$ cat src/rtl/heartbeat_monitor_if.sv
// Heartbeat monitor port bundle: beat input plus registered status outputs.
interface heartbeat_monitor_if #(
  parameter int CNT_W = 22
);
  logic             beat_in;
  logic [1:0]       state;
  logic             alive;
  logic             lost;
  logic             err_pulse;
  logic [7:0]       miss_count;
  logic [CNT_W-1:0] last_period;

  modport master (
    output beat_in,
    input  state, alive, lost, err_pulse, miss_count, last_period
  );

  modport slave (
    input  beat_in,
    output state, alive, lost, err_pulse, miss_count, last_period
  );
endinterface

$ cat src/rtl/heartbeat_monitor.sv
// Heartbeat receive checker: measures beat-to-beat interval, locks on a run of
// good intervals, and flags early/late/missing beats with loss detection.
module heartbeat_monitor #(
  parameter int CNT_W      = 22,
  parameter int EXP_PERIOD = 1048576,
  parameter int TOL        = 1024,
  parameter int LOCK_COUNT = 4,
  parameter int MISS_LIMIT = 2
) (
  input  logic                clk,
  input  logic                reset,
  heartbeat_monitor_if.slave  hb
);

  typedef enum logic [1:0] {
    ST_ACQ  = 2'b00,
    ST_SYNC = 2'b01,
    ST_LOCK = 2'b10,
    ST_LOST = 2'b11
  } state_t;

  localparam int GW = $clog2(LOCK_COUNT + 1);
  localparam int MW = $clog2(MISS_LIMIT + 1);

  localparam logic [CNT_W-1:0] LO_B   = CNT_W'(EXP_PERIOD - TOL);
  localparam logic [CNT_W-1:0] HI_B   = CNT_W'(EXP_PERIOD + TOL);
  localparam logic [CNT_W-1:0] TO_PT  = CNT_W'(EXP_PERIOD + TOL + 1);
  localparam logic [CNT_W-1:0] VREF   = CNT_W'(TOL + 2);
  localparam logic [CNT_W-1:0] ONE    = CNT_W'(1);
  localparam logic [GW-1:0]    LOCK_M1 = GW'(LOCK_COUNT - 1);
  localparam logic [MW-1:0]    MISS_M1 = MW'(MISS_LIMIT - 1);

  function automatic logic [CNT_W-1:0] sat_inc_cnt(input logic [CNT_W-1:0] v);
    return (&v) ? v : v + ONE;
  endfunction

  function automatic logic [7:0] sat_inc8(input logic [7:0] v);
    return (&v) ? v : v + 8'd1;
  endfunction

  state_t           r_state;
  logic             r_beat_q;
  logic [CNT_W-1:0] r_cnt;
  logic [GW-1:0]    r_good_cnt;
  logic [MW-1:0]    r_miss_run;
  logic             r_alive;
  logic             r_lost;
  logic             r_err;
  logic [7:0]       r_miss_count;
  logic [CNT_W-1:0] r_last_period;

  state_t           w_state_nxt;
  logic             w_edge;
  logic             w_checking;
  logic             w_timeout;
  logic             w_good;
  logic             w_fault_sync;
  logic             w_fault_lock;
  logic [CNT_W-1:0] w_cnt_nxt;
  logic [GW-1:0]    w_good_nxt;
  logic [MW-1:0]    w_miss_run_nxt;
  logic             w_err_nxt;
  logic [7:0]       w_miss_count_nxt;
  logic [CNT_W-1:0] w_last_period_nxt;

  assign w_edge       = hb.beat_in & ~r_beat_q;
  assign w_checking   = (r_state == ST_SYNC) || (r_state == ST_LOCK);
  // An edge landing exactly on the timeout point is classified as late only.
  assign w_timeout    = w_checking && !w_edge && (r_cnt == TO_PT);
  assign w_good       = (r_cnt >= LO_B) && (r_cnt <= HI_B);
  assign w_fault_sync = (r_state == ST_SYNC) && ((w_edge && !w_good) || w_timeout);
  assign w_fault_lock = (r_state == ST_LOCK) && ((w_edge && !w_good) || w_timeout);

  always_ff @(posedge clk) begin
    if (reset) begin
      r_state       <= ST_ACQ;
      r_beat_q      <= 1'b1;
      r_cnt         <= '0;
      r_good_cnt    <= '0;
      r_miss_run    <= '0;
      r_alive       <= 1'b0;
      r_lost        <= 1'b0;
      r_err         <= 1'b0;
      r_miss_count  <= '0;
      r_last_period <= '0;
    end else begin
      r_state       <= w_state_nxt;
      r_beat_q      <= hb.beat_in;
      r_cnt         <= w_cnt_nxt;
      r_good_cnt    <= w_good_nxt;
      r_miss_run    <= w_miss_run_nxt;
      r_alive       <= (w_state_nxt == ST_LOCK);
      r_lost        <= (w_state_nxt == ST_LOST);
      r_err         <= w_err_nxt;
      r_miss_count  <= w_miss_count_nxt;
      r_last_period <= w_last_period_nxt;
    end
  end

  always_comb begin
    w_state_nxt = r_state;
    case (r_state)
      ST_ACQ, ST_LOST: begin
        if (w_edge) w_state_nxt = ST_SYNC;
      end
      ST_SYNC: begin
        if (w_edge && w_good && (r_good_cnt == LOCK_M1)) w_state_nxt = ST_LOCK;
        else if (w_timeout)                              w_state_nxt = ST_ACQ;
      end
      ST_LOCK: begin
        if (w_fault_lock && (r_miss_run == MISS_M1)) w_state_nxt = ST_LOST;
      end
      default: w_state_nxt = ST_ACQ;
    endcase
  end

  always_comb begin
    w_good_nxt        = r_good_cnt;
    w_miss_run_nxt    = r_miss_run;
    w_err_nxt         = w_fault_sync || w_fault_lock;
    w_miss_count_nxt  = w_fault_lock ? sat_inc8(r_miss_count) : r_miss_count;
    w_last_period_nxt = (w_checking && w_edge) ? r_cnt : r_last_period;

    // Timeout re-anchors the count at the ideal beat time, not at the timeout.
    if (w_edge)         w_cnt_nxt = ONE;
    else if (w_timeout) w_cnt_nxt = VREF;
    else                w_cnt_nxt = sat_inc_cnt(r_cnt);

    case (r_state)
      ST_ACQ, ST_LOST: begin
        if (w_edge) begin
          w_good_nxt     = '0;
          w_miss_run_nxt = '0;
        end
      end
      ST_SYNC: begin
        if (w_edge) w_good_nxt = w_good ? r_good_cnt + 1'b1 : '0;
      end
      ST_LOCK: begin
        if (w_fault_lock)          w_miss_run_nxt = r_miss_run + 1'b1;
        else if (w_edge && w_good) w_miss_run_nxt = '0;
      end
      default: ;
    endcase
  end

  assign hb.state       = r_state;
  assign hb.alive       = r_alive;
  assign hb.lost        = r_lost;
  assign hb.err_pulse   = r_err;
  assign hb.miss_count  = r_miss_count;
  assign hb.last_period = r_last_period;

endmodule

$ cat src/flat_wrapper.sv
// flat-port wrapper written by rule: the top's interface ports become plain ports
module heartbeat_monitor_flat 
#(
  parameter int CNT_W      = 22,
  parameter int EXP_PERIOD = 1048576,
  parameter int TOL        = 1024,
  parameter int LOCK_COUNT = 4,
  parameter int MISS_LIMIT = 2
)
  (clk, reset, hb_beat_in, hb_state, hb_alive, hb_lost, hb_err_pulse, hb_miss_count, hb_last_period);
  heartbeat_monitor_if #(.CNT_W(CNT_W)) hb_i ();
  input  logic clk;
  input  logic reset;
  input wire logic [$bits(hb_i.beat_in)-1:0] hb_beat_in;
  output wire logic [$bits(hb_i.state)-1:0] hb_state;
  output wire logic [$bits(hb_i.alive)-1:0] hb_alive;
  output wire logic [$bits(hb_i.lost)-1:0] hb_lost;
  output wire logic [$bits(hb_i.err_pulse)-1:0] hb_err_pulse;
  output wire logic [$bits(hb_i.miss_count)-1:0] hb_miss_count;
  output wire logic [$bits(hb_i.last_period)-1:0] hb_last_period;
  assign hb_i.beat_in = hb_beat_in;
  assign hb_state = hb_i.state;
  assign hb_alive = hb_i.alive;
  assign hb_lost = hb_i.lost;
  assign hb_err_pulse = hb_i.err_pulse;
  assign hb_miss_count = hb_i.miss_count;
  assign hb_last_period = hb_i.last_period;
  heartbeat_monitor #(.CNT_W(CNT_W), .EXP_PERIOD(EXP_PERIOD), .TOL(TOL), .LOCK_COUNT(LOCK_COUNT), .MISS_LIMIT(MISS_LIMIT)) u_core (.clk(clk), .reset(reset), .hb(hb_i));
endmodule
$ cat config.mk
export PLATFORM = sky130hd
export DESIGN_NAME = heartbeat_monitor_flat
export DESIGN_NICKNAME = d
export VERILOG_FILES = /design/src/rtl/heartbeat_monitor_if.sv /design/src/rtl/heartbeat_monitor.sv /design/src/flat_wrapper.sv
export SDC_FILE = /design/constraint.sdc
export NUM_CORES = 1
export LEC_CHECK = 0
export CAP_MARGIN = 5
export CORE_ASPECT_RATIO = 1.25
export CORE_UTILIZATION = 53
export CTS_BUF_LIST = sky130_fd_sc_hd__clkbuf_2 sky130_fd_sc_hd__clkbuf_4 sky130_fd_sc_hd__clkbuf_8
export DETAILED_ROUTE_END_ITERATION = 8
export MAX_ROUTING_LAYER = met4
export PLACE_DENSITY_LB_ADDON = 0.25
export SLEW_MARGIN = 20
export SYNTH_ARGS = -nofsm -noshare
export SYNTH_HDL_FRONTEND = slang
export SYNTH_SLANG_ARGS = --single-unit
$ cat constraint.sdc
create_clock -name clk -period 6 [get_ports clk]
set_input_delay 1.2 -clock clk [delete_from_list [all_inputs] [get_ports clk]]
set_output_delay 1.2 -clock clk [all_outputs]
set_load 0.01 [all_outputs]
==> results.sh <==
export IMPL_top_library_cells_by_usage_in_the_layout_fill_and_taps_aside="sky130_fd_sc_hd__dfxtp_1 (63), sky130_fd_sc_hd__nand2_1 (58), sky130_fd_sc_hd__a21oi_1 (37), sky130_fd_sc_hd__clkdlybuf4s50_1 (37), sky130_fd_sc_hd__nor2_1 (31)"
export IMPL_synth_seq_area_share=0.427
export IMPL_power_density_cell_area_nw_per_um2=226
export IMPL_cts_made_buffers=9
export IMPL_switchingPower_mw=0.166
export IMPL_post_dp_hpwl_mm=4.05
export IMPL_timing_critical_path_cells="clkdlybuf4s50_1, nand2b_1, nand3b_1, o31ai_2, o211ai_2, or4_1, a21oi_1"
export IMPL_die_boundary_width_um=68.8
export IMPL_rsz0062_at_grt="no"
export IMPL_hold_viol=0
export IMPL_gpl_wtd_cong=0.818
export IMPL_sequentialPowerShare=0.535
export IMPL_synth_seq_cells=63
export IMPL_drt_pass1_iterations=4
export IMPL_first_global_vias=2227
export IMPL_critPathMaxFanout=16
export IMPL_leakage_nw=1.10
export IMPL_startpoint_type_of_the_worst_setup_path="input port"
export IMPL_max_cap_violations=0
export IMPL_layout_setup_ws_ns=2.63
export IMPL_crit_end_element="flop"
export IMPL_timing_final_max_slew_violations=0
export IMPL_grt_pass1_wl_mm=10.1
export IMPL_worst_pin_slew_ns=0.881
export IMPL_drcViolationCount=0
export IMPL_postCtsResizedCells=0
export IMPL_synthFlopType="sky130_fd_sc_hd__dfxtp_1"
export IMPL_num_fill_cells=495
export IMPL_cts_htree_levels=3
export IMPL_cts_tree="done"
export IMPL_finalWirelength_mm=5.98
export IMPL_max_freq_mhz=297
export IMPL_setup_viol=0
export IMPL_worst_endpoint_arrival_ns=3.61
export IMPL_netlist_instances=366
export IMPL_synth_enable_flop_cells=0
export IMPL_worstHoldPathCells=2
export IMPL_antenna_cells=0
export IMPL_global_route_usage_total=0.235
export IMPL_cts_reportedPaths_clkPinSlew_ns=0.06
export IMPL_cp_slowest_stage_delay_ns=0.55
export IMPL_postCtsSetupBuffers=0
export IMPL_die_h_um=85.5
export IMPL_initial_core_util=0.547
export IMPL_post_route_cells_drive_above_1_share=0.0682
export IMPL_routed_vias=2597
export IMPL_syn_mean_instance_area_um2=8.07
export IMPL_worstHoldPathType="flop to flop"
export IMPL_root_buffer="sky130_fd_sc_hd__clkbuf_8"
export IMPL_number_of_hold_repair_buffers_added_at_the_cts_stage=0
export IMPL_timing_reg2reg_worst_path_depth=6
export IMPL_share_comb_of_total_power=0.036
export IMPL_antenna_found_initial=0
export IMPL_timing_max_slew_rel_slack=0.411
export IMPL_rows=30
export IMPL_wl_per_cell_um=13.0
export IMPL_clockPowerShare=0.429
export IMPL_layout_nets=403
export IMPL_mappedNetlistNets=378
export IMPL_clock_sink_count=63
export IMPL_clkLatencyLatePin_ns=0.33
export IMPL_crit_required_ns=6.24
export IMPL_max_vdd_ir_drop_uv=141
export IMPL_io_buf_count=37
export IMPL_status="finished clean"
export IMPL_detailedPlace_worstSlack_ns=2.32
export IMPL_maximum_number_of_pins_on_one_net_before_global_route_repair=24
export IMPL_route_antenna_remaining_nets=0
export IMPL_worst_setup_path_type="input port to flop"
export IMPL_gr_total_overflow=0
export IMPL_average_vias_per_placed_instance=5.65
export IMPL_initialDrtViolationCount=147
export IMPL_async_reset_ff_frac=0
export IMPL_synth_distinct_cells=47
export IMPL_layout_area_overhead_vs_synth_pct=18.6
export IMPL_finalCriticalPeriod_ns=3.37
export IMPL_syn_area_um2=2950
export IMPL_clock_path_buffers=2
export IMPL_floorplan_die_area_um2=5880
export IMPL_synth_warning_count=0
export IMPL_layout_cells_most_common="sky130_fd_sc_hd__dfxtp_1"
export IMPL_final_setup_tns_ns=0
export IMPL_core_region_area_um2=5410
export IMPL_p_int_mw=0.626
export IMPL_cell_at_the_slowest_stage_of_the_critical_path="sky130_fd_sc_hd__or4_1"
export IMPL_finClkSkew_ns=0.00547
export IMPL_swShare=0.210
export IMPL_num_io_pins=38
export IMPL_final_min_period_over_clock_period=0.562
[area by class of cell]
class                   instances  area, um2  area share
multi-input cells             265       1540       0.439
flip-flops and latches         63       1260       0.360
repair buffers                 39        385       0.110
clock buffers                  16        189      0.0539
well taps                      64       80.1      0.0229
inverters                      13       48.8      0.0139
[sequential cells by signal (all words and copies together), names as in the netlist]
signal,cells
u_core.r_miss_run,2
u_core.hb.state,2
u_core.hb.lost,1
u_core.hb.miss_count,8
u_core.hb.alive,1
u_core.r_beat_q,1
u_core.hb.last_period,22
u_core.r_good_cnt,3
u_core.hb.err_pulse,1
u_core.r_cnt,22
[final timing paths]
check / from / endpoint / slack, ns
setup / recovery: hb_beat_in / u_core.hb.miss_count[4]$_SDFFE_PP0P_ / 2.63
hold / removal: u_core.hb.last_period[3]$_SDFFE_PP0P_ / u_core.hb.last_period[3]$_SDFFE_PP0P_ / 0.45
hold reg to reg: u_core.hb.last_period[3]$_SDFFE_PP0P_ / u_core.hb.last_period[3]$_SDFFE_PP0P_ / 0.45
setup reg to reg: u_core.r_cnt[14]$_SDFFE_PP0N_ / u_core.hb.miss_count[4]$_SDFFE_PP0P_ / 3.06
[logic make-up (layout without fill, tap and decap cells)]
family	after synthesis	count (layout)	synth area share
flops	63	63	0.427
mux	1	1	0.00339
fa+ha+maj	9	9	0.0381
buf+inv	38	68	0.0525
simple gates	166	166	0.268
xor+xnor	15	15	0.0445
compound gates	74	74	0.166
[worst max-delay path: cells and delay by family]
family                 cells  cell delay, ns
and+or+nand+nor            3            1.07
AOI/OAI and AO/OA          3            0.89
buffers and inverters      1            0.44
[metrics by stage]
stage | utilization | cell area, um2 | hold slack, ns | std cells | power (mW)
5_1_grt | 0.648 | 3500 | 0.470 | 460 | 0.823
3_5_place_dp | 0.613 | 3310 | 0.446 | 444 | 0.461
2_1_floorplan | - | 2950 | 0.440 | 366 | 0.453
3_3_place_gp | 0.613 | 3310 | 0.442 | 444 | 0.461
6_report | 0.648 | 3500 | 0.452 | 460 | 0.792
4_1_cts | 0.648 | 3500 | 0.455 | 460 | 0.802
[layer usage]
layer	up-vias	global-route usage	share of wire
li1	1326	-	-
met1	1205	0.315	0.48
met2	60	0.328	0.46
met3	6	0.0444	0.046
met4	0	0.126	0.012
met5	-	-	0
[cell usage after synthesis (3+ instances only)]
master | number | area [um2]
sky130_fd_sc_hd__nand3_1 | 15 | 75.1
sky130_fd_sc_hd__a21oi_1 | 37 | 185
sky130_fd_sc_hd__o31ai_1 | 7 | 52.6
sky130_fd_sc_hd__clkbuf_1 | 19 | 71.3
sky130_fd_sc_hd__nand4_1 | 6 | 37.5
sky130_fd_sc_hd__nand2_1 | 58 | 218
sky130_fd_sc_hd__nor3_1 | 22 | 110
sky130_fd_sc_hd__or3_1 | 9 | 56.3
sky130_fd_sc_hd__inv_1 | 13 | 48.8
sky130_fd_sc_hd__ha_1 | 9 | 113
sky130_fd_sc_hd__dfxtp_1 | 63 | 1260
sky130_fd_sc_hd__or4_1 | 8 | 60.1
sky130_fd_sc_hd__buf_2 | 3 | 15.0
sky130_fd_sc_hd__xnor2_1 | 15 | 131
sky130_fd_sc_hd__or2_2 | 3 | 18.8
sky130_fd_sc_hd__o21ai_0 | 6 | 30.0
sky130_fd_sc_hd__a31oi_1 | 4 | 25.0
sky130_fd_sc_hd__nor2_1 | 31 | 116
sky130_fd_sc_hd__nand2b_1 | 3 | 18.8
[power by group through the flow]
stage	clock [mW]	combinational, mW	sequential [mW]
after floorplan	0	0.0208	0.433
after global placement	0	0.0278	0.433
after detailed placement	0	0.0281	0.433
after CTS	0.350	0.0282	0.424
after global routing	0.367	0.0317	0.424
final	0.340	0.0282	0.424
(Power assumes the default switching activity.)
